## src/rtl/block_exp_detect_if.sv

```systemverilog
// Sample-pair bus for the block exponent detector: frame control and samples in,
// shift amount and status out.
interface block_exp_detect_if #(
  parameter int bw_in = 20
);
  logic                    Start;
  logic                    In_Valid;
  logic signed [bw_in-1:0] IN1;
  logic signed [bw_in-1:0] IN2;
  logic [3:0]              Amount;
  logic                    Busy;
  logic                    End;

  modport master (output Start, In_Valid, IN1, IN2, input Amount, Busy, End);
  modport slave  (input Start, In_Valid, IN1, IN2, output Amount, Busy, End);
endinterface

```

## src/rtl/block_exp_detect.sv

```systemverilog
// Block floating-point exponent detector: ORs the magnitude bits of every sample in a
// frame and derives the common right shift that fits all samples into bw_out bits.
module block_exp_detect #(
  parameter int bw_in     = 20,
  parameter int bw_out    = 15,
  parameter int frame_len = 512,
  parameter int bw_cnt    = 9
) (
  input logic                Clock,
  input logic                Reset,
  block_exp_detect_if.slave  bus
);

  typedef enum logic [1:0] {
    ST_IDLE = 2'd0,
    ST_ACC  = 2'd1,
    ST_CALC = 2'd2
  } state_t;

  localparam logic [bw_cnt-1:0] CNT_LAST = bw_cnt'(frame_len - 1);

  state_t            state_q, state_d;
  logic [bw_in-2:0]  mask_q, mask_d;
  logic [bw_cnt-1:0] count_q, count_d;
  logic [3:0]        amount_q, amount_d;
  logic              end_q, end_d;
  logic              busy_q, busy_d;

  // Sign-folded magnitude bits: the top set bit marks the significant width minus two.
  function automatic logic [bw_in-2:0] fold_sample(input logic [bw_in-1:0] x);
    logic [bw_in-1:0] r;
    r = x ^ {bw_in{x[bw_in-1]}};
    return r[bw_in-2:0];
  endfunction

  function automatic logic [3:0] shift_amount(input logic [bw_in-2:0] m);
    logic [7:0] w;
    logic [7:0] diff;
    logic [3:0] amt;
    w = 8'd1;
    for (int i = 0; i < bw_in - 1; i++) begin
      if (m[i]) begin
        w = 8'(i + 2);
      end else begin
        w = w;
      end
    end
    diff = w - 8'(bw_out);
    if (w > 8'(bw_out)) begin
      amt = (diff > 8'd15) ? 4'd15 : diff[3:0];
    end else begin
      amt = 4'd0;
    end
    return amt;
  endfunction

  // Next-state, accumulator and result logic; Start overrides every state.
  always_comb begin
    state_d  = state_q;
    mask_d   = mask_q;
    count_d  = count_q;
    amount_d = amount_q;
    end_d    = 1'b0;
    if (bus.Start) begin
      state_d = ST_ACC;
      mask_d  = '0;
      count_d = '0;
    end else begin
      case (state_q)
        ST_IDLE: begin
          state_d = ST_IDLE;
        end
        ST_ACC: begin
          if (bus.In_Valid) begin
            mask_d = mask_q | fold_sample(bus.IN1) | fold_sample(bus.IN2);
            if (count_q == CNT_LAST) begin
              count_d = '0;
              state_d = ST_CALC;
            end else begin
              count_d = count_q + {{(bw_cnt-1){1'b0}}, 1'b1};
            end
          end else begin
            state_d = ST_ACC;
          end
        end
        ST_CALC: begin
          amount_d = shift_amount(mask_q);
          end_d    = 1'b1;
          state_d  = ST_IDLE;
        end
        default: begin
          state_d = ST_IDLE;
        end
      endcase
    end
    busy_d = (state_d != ST_IDLE);
  end

  // State and output registers.
  always_ff @(posedge Clock or negedge Reset) begin
    if (!Reset) begin
      state_q  <= ST_IDLE;
      mask_q   <= '0;
      count_q  <= '0;
      amount_q <= 4'd0;
      end_q    <= 1'b0;
      busy_q   <= 1'b0;
    end else begin
      state_q  <= state_d;
      mask_q   <= mask_d;
      count_q  <= count_d;
      amount_q <= amount_d;
      end_q    <= end_d;
      busy_q   <= busy_d;
    end
  end

  assign bus.Amount = amount_q;
  assign bus.End    = end_q;
  assign bus.Busy   = busy_q;

endmodule

```

## src/flat_wrapper.sv

```systemverilog
// flat-port wrapper written by rule: the top's interface ports become plain ports
module block_exp_detect_flat 
#(
  parameter int bw_in     = 20,
  parameter int bw_out    = 15,
  parameter int frame_len = 512,
  parameter int bw_cnt    = 9
)
  (Clock, Reset, bus_Start, bus_In_Valid, bus_IN1, bus_IN2, bus_Amount, bus_Busy, bus_End);
  block_exp_detect_if #(.bw_in(bw_in)) bus_i ();
  input logic Clock;
  input logic Reset;
  input wire logic [$bits(bus_i.Start)-1:0] bus_Start;
  input wire logic [$bits(bus_i.In_Valid)-1:0] bus_In_Valid;
  input wire logic [$bits(bus_i.IN1)-1:0] bus_IN1;
  input wire logic [$bits(bus_i.IN2)-1:0] bus_IN2;
  output wire logic [$bits(bus_i.Amount)-1:0] bus_Amount;
  output wire logic [$bits(bus_i.Busy)-1:0] bus_Busy;
  output wire logic [$bits(bus_i.End)-1:0] bus_End;
  assign bus_i.Start = bus_Start;
  assign bus_i.In_Valid = bus_In_Valid;
  assign bus_i.IN1 = bus_IN1;
  assign bus_i.IN2 = bus_IN2;
  assign bus_Amount = bus_i.Amount;
  assign bus_Busy = bus_i.Busy;
  assign bus_End = bus_i.End;
  block_exp_detect #(.bw_in(bw_in), .bw_out(bw_out), .frame_len(frame_len), .bw_cnt(bw_cnt)) u_core (.Clock(Clock), .Reset(Reset), .bus(bus_i));
endmodule
```

## config.mk

```make
export PLATFORM = sky130hd
export DESIGN_NAME = block_exp_detect_flat
export DESIGN_NICKNAME = d
export VERILOG_FILES = /design/src/rtl/block_exp_detect_if.sv /design/src/rtl/block_exp_detect.sv /design/src/flat_wrapper.sv
export SDC_FILE = /design/constraint.sdc
export NUM_CORES = 1
export LEC_CHECK = 0
export ABC_AREA = 1
export BUFFER_PORTS_ARGS = -buffer_cell sky130_fd_sc_hd__clkbuf_2
export CAP_MARGIN = 10
export CORE_UTILIZATION = 58
export CTS_CLUSTER_SIZE = 24
export DETAILED_ROUTE_END_ITERATION = 12
export PLACE_DENSITY = 0.82
export SLEW_MARGIN = 0
export SYNTH_ARGS = -nofsm -noshare
export SYNTH_HDL_FRONTEND = slang
export SYNTH_SLANG_ARGS = --single-unit
export TNS_END_PERCENT = 5
```

## constraint.sdc

```tcl
create_clock -name Clock -period 4.55 [get_ports Clock]
set_clock_uncertainty 0.15 [all_clocks]
set_input_delay 0.2275 -clock Clock [delete_from_list [all_inputs] [get_ports Clock]]
set_output_delay 0.2275 -clock Clock [all_outputs]
set_load 0.02 [all_outputs]
```

## Yosys cells after proc, flatten, opt, wreduce, memory -nomap -nowiden

Index checks and enable logic that the tools add are counted.

- Flip-flop bits (word level): 36
- Output and inout bits: 6
- Bits of input ports: 44
- Word-level logic and storage cells: 59

- Reduce and logical (&&, ||, !) cells: 5
- Order comparisons: 2
- Bitwise gates (word level): 5
- $add $sub $neg: 2
- Equal/unequal tests: 3
- Muxes and demuxes: 36

Operators by type and width:

| cell | count |
|---|---|
| 2-to-1 mux 19 bit | 3 |
| 2-to-1 mux 4 bit | 10 |
| OR 19 bit | 2 |
| bitwise XOR 19 bit | 2 |
| 2-to-1 mux 9 bit | 4 |
| 2-to-1 mux 5 bit | 5 |
| > comparator 8 x 4 -> 1 bit, second input constant | 2 |
| 2-to-1 mux 8 bit | 2 |
| 2-to-1 mux 2 bit | 6 |
| 2-to-1 mux 3 bit | 4 |
| adder 9 x 1 -> 9 bit, second input constant | 1 |
| == test 9 bit, second input constant | 1 |
| subtractor 8 x 4 -> 8 bit, second input constant | 1 |
| nonzero test 2 bit | 3 |
| AND reduction 2 bit | 2 |
| == test 2 x 1 -> 1 bit, second input constant | 1 |
| == test 2 bit, second input constant | 1 |
| 2-to-1 mux 1 bit | 2 |
| inverter 1 bit | 1 |

## Longest topological paths before layout

- Depth after elaboration: 25
- Depth in mapped cells: 23
- Mapped depth without buffers: 23

## Worst setup path before layout

Ideal clock, no wire load.

- Kind: flip-flop to flip-flop
- Start: register u_core.mask_q[1]
- End: register u_core.amount_q[2], in the netlist u_core.bus.Amount[2]
- Library setup time: 0.076 ns
- Slack: 2.645 ns
- Stages on the path, launching flop included: 24
- Data required time: 4.324 ns
- Arrival: 1.679 ns
- Period minus slack after synthesis: 1.905 ns
- Buffers on the path: 0
- Path through: dfrtp_1 > inv_2 > nand2_1 > nand2_1 > nand2_1 > nand2_1 > nand2_1 > nand2_1 > nand2_1 > nand2_1 > nand2_1 > nand2_1 > nand2_1 > nand2_1 > nand2_1 > nand2_1 > nand2_1 > nand2_1 > nand2_1 > nand2_2 > inv_1 > ha_1 > xor2_1 > o21ai_1

- Word-level cells in the longest chain between the ends: 24
- Elaborated cells on any way between the ends: 25
- Those cells by class: add/sub: 1; order compare: 2; mux: 22

Ends and longest elaborated chain:

| what | line | RTL |
|---|---|---|
| from (decl) | block_exp_detect.sv:23 | `logic [bw_in-2:0] mask_q, mask_d;` |
| from (signal assigned) | block_exp_detect.sv:110 | `mask_q <= mask_d;` |
| 2-to-1 mux 2 bit * | block_exp_detect.sv:42 | `if (m[i]) begin` |
| 2-to-1 mux 3 bit * (4 in series) | block_exp_detect.sv:42 |  |
| 2-to-1 mux 4 bit * (8 in series) | block_exp_detect.sv:42 |  |
| 2-to-1 mux 5 bit * (5 in series) | block_exp_detect.sv:42 |  |
| 2-to-1 mux 8 bit * | block_exp_detect.sv:69 | `case (state_q)` |
| 2-to-1 mux 8 bit * | block_exp_detect.sv:64 | `if (bus.Start) begin` |
| subtractor 8 x 4 -> 8 bit | block_exp_detect.sv:48 | `diff = w - 8'(bw_out);` |
| > comparator 8 x 4 -> 1 bit | block_exp_detect.sv:50 | `amt = (diff > 8'd15) ? 4'd15 : diff[3:0];` |
| 2-to-1 mux 4 bit | block_exp_detect.sv:50 |  |
| 2-to-1 mux 4 bit * | block_exp_detect.sv:49 | `if (w > 8'(bw_out)) begin` |
| to (signal assigned) | block_exp_detect.sv:112 | `amount_q <= amount_d;` |
| to (decl) | block_exp_detect.sv:25 | `logic [3:0] amount_q, amount_d;` |

Mark *: on every way between the ends. The rest lies on a longest branch, timed or not. The select of a mux whose other input is x is not followed.
A chain may end at the register's enable or synchronous reset.

## Worst setup path after layout

Same ends and word-level chain as after synthesis.

==> reports/qor.yml <==
portBuffers: 49
grt_util_met3_pct: 4.93
ys.warnings.count: 0
area_growth_syn_to_layout_pct: 16.9
grt_busiest_layer: "met2"
routed_wire_length_per_instance_um: 12.0
synth_cell_types: 29
n_antenna_cell: 0
maxSlewHeadroom_pct: 41.7
design.die.area_um2: 3930
grt_util_met1_pct: 29.5
critical_path.startpoint_type: "flip-flop"
cp_data_arrival_time_ns: 2.19
routed_wirelength_mm: 4.19
critical_path.endpoint_type: "flip-flop"
grt_antenna_before_repair: 0
synth_seq_area_share_pct: 42.2
min_delay_path_depth: 4
timing.max_cap.violations: 0
cts-htree-levels: 2
timing_hold_violations_final: 0
r2r-end: "u_core.bus.Amount[2]$_DFFE_PN0P_"
power.combinational.fraction_pct: 21.2
finish.cell_count_without_fillers: 348
layout-drive-gt1-share_pct: 25.2
r2r_slack_ns: 2.43
hp-class: "input pin to flip-flop"
synth_register_bits: 36
grt_overflow: 0
worstSkewPairLatency_ns: 0.28
cts_sinks: 36
drv_slew: 0
post_dp_cell_area_um2: 2400
timing.setup.tns_ns: 0
drtPass1Iterations: 4
postSynthAreaPerCell_um2: 8.48
path_clk_slew_ns: 0.07
path_max_fanout: 3
num-nets-final: 349
net_switching_uw: 213
p_leak_nw: 1.33
dpl.hpwl_mm: 3.16
number_of_cells_on_the_worst_reg_to_reg_path: 23
worst_pin_slew_ns: 0.875
floorplan.io_pins: 50
fin_crit_sh_pct: 46.7
wire_length_of_the_first_global_routing_pass_mm: 7.13
vias_in_the_first_global_route: 1633
antenna_left: 0
core_area_um2: 3440
outcome: "finished clean"
worstSetupPathType: "flip-flop to flip-flop"
cts_buffers: 5
vdd_drop_max_mv: 0.202
worst-endpoint-required_ns: 4.61
max_freq_mhz: 471
vias: 1745
gp_routability_congestion: 0.796
synth_enable_flop_cells: 0
final_cell_mix: "clkbuf_2 (49), xor2_1 (39), dfrtp_1 (36), nand2_1 (33), a21oi_1 (26)"
cts_buffer_depth: 2
setup_violators_final: 0
gr-usage-all-layers_pct: 23.9
clock_power_share_pct: 30.6
min_period_ns: 2.12
post_synth_inst_count: 252
powerDensity_nw_per_um2: 303
share_of_flip_flops_with_an_asynchronous_set_or_reset_after_synthesis_pct: 100
fp-row-count: 21
starting_density_of_the_core_pct: 62.1
most_common_library_cell_in_the_layout_ignoring_fill_and_taps: "clkbuf_2"
internal_power_uw: 542
synth-main-ff-cell: "dfrtp_1"
hold-path-endpoint: "u_core.state_q[0]$_DFF_PN0_"
seq_power_share_pct: 48.1
chipWidth_um: 62.7
drcViolationCount: 0
swShare_pct: 28.2
post_synthesis_net_count: 300
layout.cell_area.non_filler_um2: 2500
vias_per_cell: 5.01
grt_setup_unrepaired: "false"
post_cts.resized_instances: 0
syn-cell-area_um2: 2140
grt_use_met2_pct: 40.2
final.fill_count: 295
holdCritStartpoint: "bus_In_Valid"
dp_cells: 339
cts_tree: "done"
die_h_um: 62.7
drt-initial-drc-count: 105
ctsRootBufferMaster: "clkbuf_8"
grt_start_max_net_pins: 37
r2r-start: "u_core.mask_q[1]$_DFFE_PN0P_"
[routing by layer]
layer	part of all wire [%]	vias up	wire, µm
met5	0	-	0
met4	1.7	0	70
met3	4.5	6	187
met2	49	56	2070
met1	44	789	1860
li1	-	894	-
[stage by stage]
stage / utilization, % / setup slack (ns) / hold slack, ns / power (mW)
2_1_floorplan: - / 2.64 / -0.218 / 0.480
3_3_place_gp: 69.6 / 2.51 / 0.224 / 0.523
3_5_place_dp: 69.6 / 2.47 / 0.230 / 0.529
4_1_cts: 72.5 / 2.39 / 0.0689 / 0.764
5_1_grt: 72.5 / 2.18 / 0.0834 / 0.801
6_report: 72.5 / 2.43 / 0.0738 / 0.755
[cell type report]
type / count / area (µm²) / share of cell area, %
Timing Repair Buffer: 50 / 255 / 10.2
Sequential cell: 36 / 901 / 36.1
Tap cell: 46 / 57.6 / 2.31
Multi-Input combinational cell: 167 / 983 / 39.4
Clock buffer: 8 / 90.1 / 3.61
Inverter: 41 / 209 / 8.37
[timing repair]
action / 4_1_cts / 5_1_grt
hold buffers: 1 / 0
setup buffers: 0 / 0
endpoints found under the hold margin: 36 / 0
[synthesized netlist by cell type (2+ instances only)]
cell type  instances  area, µm²
a21oi_1           26        130
buf_2              4       20.0
buf_4              2       15.0
bufinv_8           4       70.1
clkbuf_1           2       7.51
clkinv_1           2       7.51
dfrtp_1           36        901
ha_1               4       50.1
inv_1             23       86.3
inv_2             12       45.0
nand2_1           33        124
nand2_2            3       18.8
nand3_1            7       35.0
nor2_1            14       52.6
nor2_2             2       12.5
nor4_1             2       12.5
o21ai_0            3       15.0
o21ai_1           24        120
xor2_1            39        342
[power by group through the flow]
stage / Clock, mW / Combinational [mW] / Sequential [mW]
2_1_floorplan: 0 / 0.114 / 0.366
3_3_place_gp: 0 / 0.155 / 0.368
3_5_place_dp: 0 / 0.160 / 0.369
4_1_cts: 0.238 / 0.163 / 0.363
5_1_grt: 0.250 / 0.183 / 0.367
6_report: 0.232 / 0.160 / 0.364
[cells by family after synthesis]
logic type                 Yosys count  synth area share (%)
and+or+nand+nor                     64                  12.8
AOI/OAI and AO/OA                   60                  14.9
buffers and inverters               49                  11.8
xor gates and xnor gates            39                  16.0
DFF                                 36                  42.2
adders and majority gates            4                  2.34
[registers in the layout (all words and copies together), names as in the netlist]
register / flops
u_core.count_q: 9
u_core.bus.End: 1
u_core.bus.Amount: 4
u_core.state_q: 2
u_core.mask_q: 19
u_core.bus.Busy: 1
[worst max-delay path by stage]
stage / from / endpoint / cells after the start
floorplan: u_core.mask_q[1]$_DFFE_PN0P_ / u_core.bus.Amount[2]$_DFFE_PN0P_ / 23
global placement: u_core.mask_q[1]$_DFFE_PN0P_ / u_core.bus.Amount[2]$_DFFE_PN0P_ / 23
detailed placement: u_core.mask_q[1]$_DFFE_PN0P_ / u_core.bus.Amount[2]$_DFFE_PN0P_ / 23
CTS: u_core.mask_q[1]$_DFFE_PN0P_ / u_core.bus.Amount[2]$_DFFE_PN0P_ / 23
global route: u_core.mask_q[1]$_DFFE_PN0P_ / u_core.bus.Amount[2]$_DFFE_PN0P_ / 23
finish: u_core.mask_q[1]$_DFFE_PN0P_ / u_core.bus.Amount[2]$_DFFE_PN0P_ / 23
[worst max-delay path: stages (launching register included)]
cell and delay [ns]:
dfrtp_1 0.38, inv_2 0.06, nand2_1 0.04, nand2_1 0.05, nand2_1 0.05, nand2_1 0.05
nand2_1 0.04, nand2_1 0.05, nand2_1 0.05, nand2_1 0.05, nand2_1 0.05, nand2_1 0.05
nand2_1 0.04, nand2_1 0.05, nand2_1 0.05, nand2_1 0.05, nand2_1 0.05, nand2_1 0.05
nand2_1 0.07, nand2_2 0.09, inv_1 0.05, ha_1 0.20, xor2_1 0.16, o21ai_1 0.12
(Power assumes the default switching activity.)
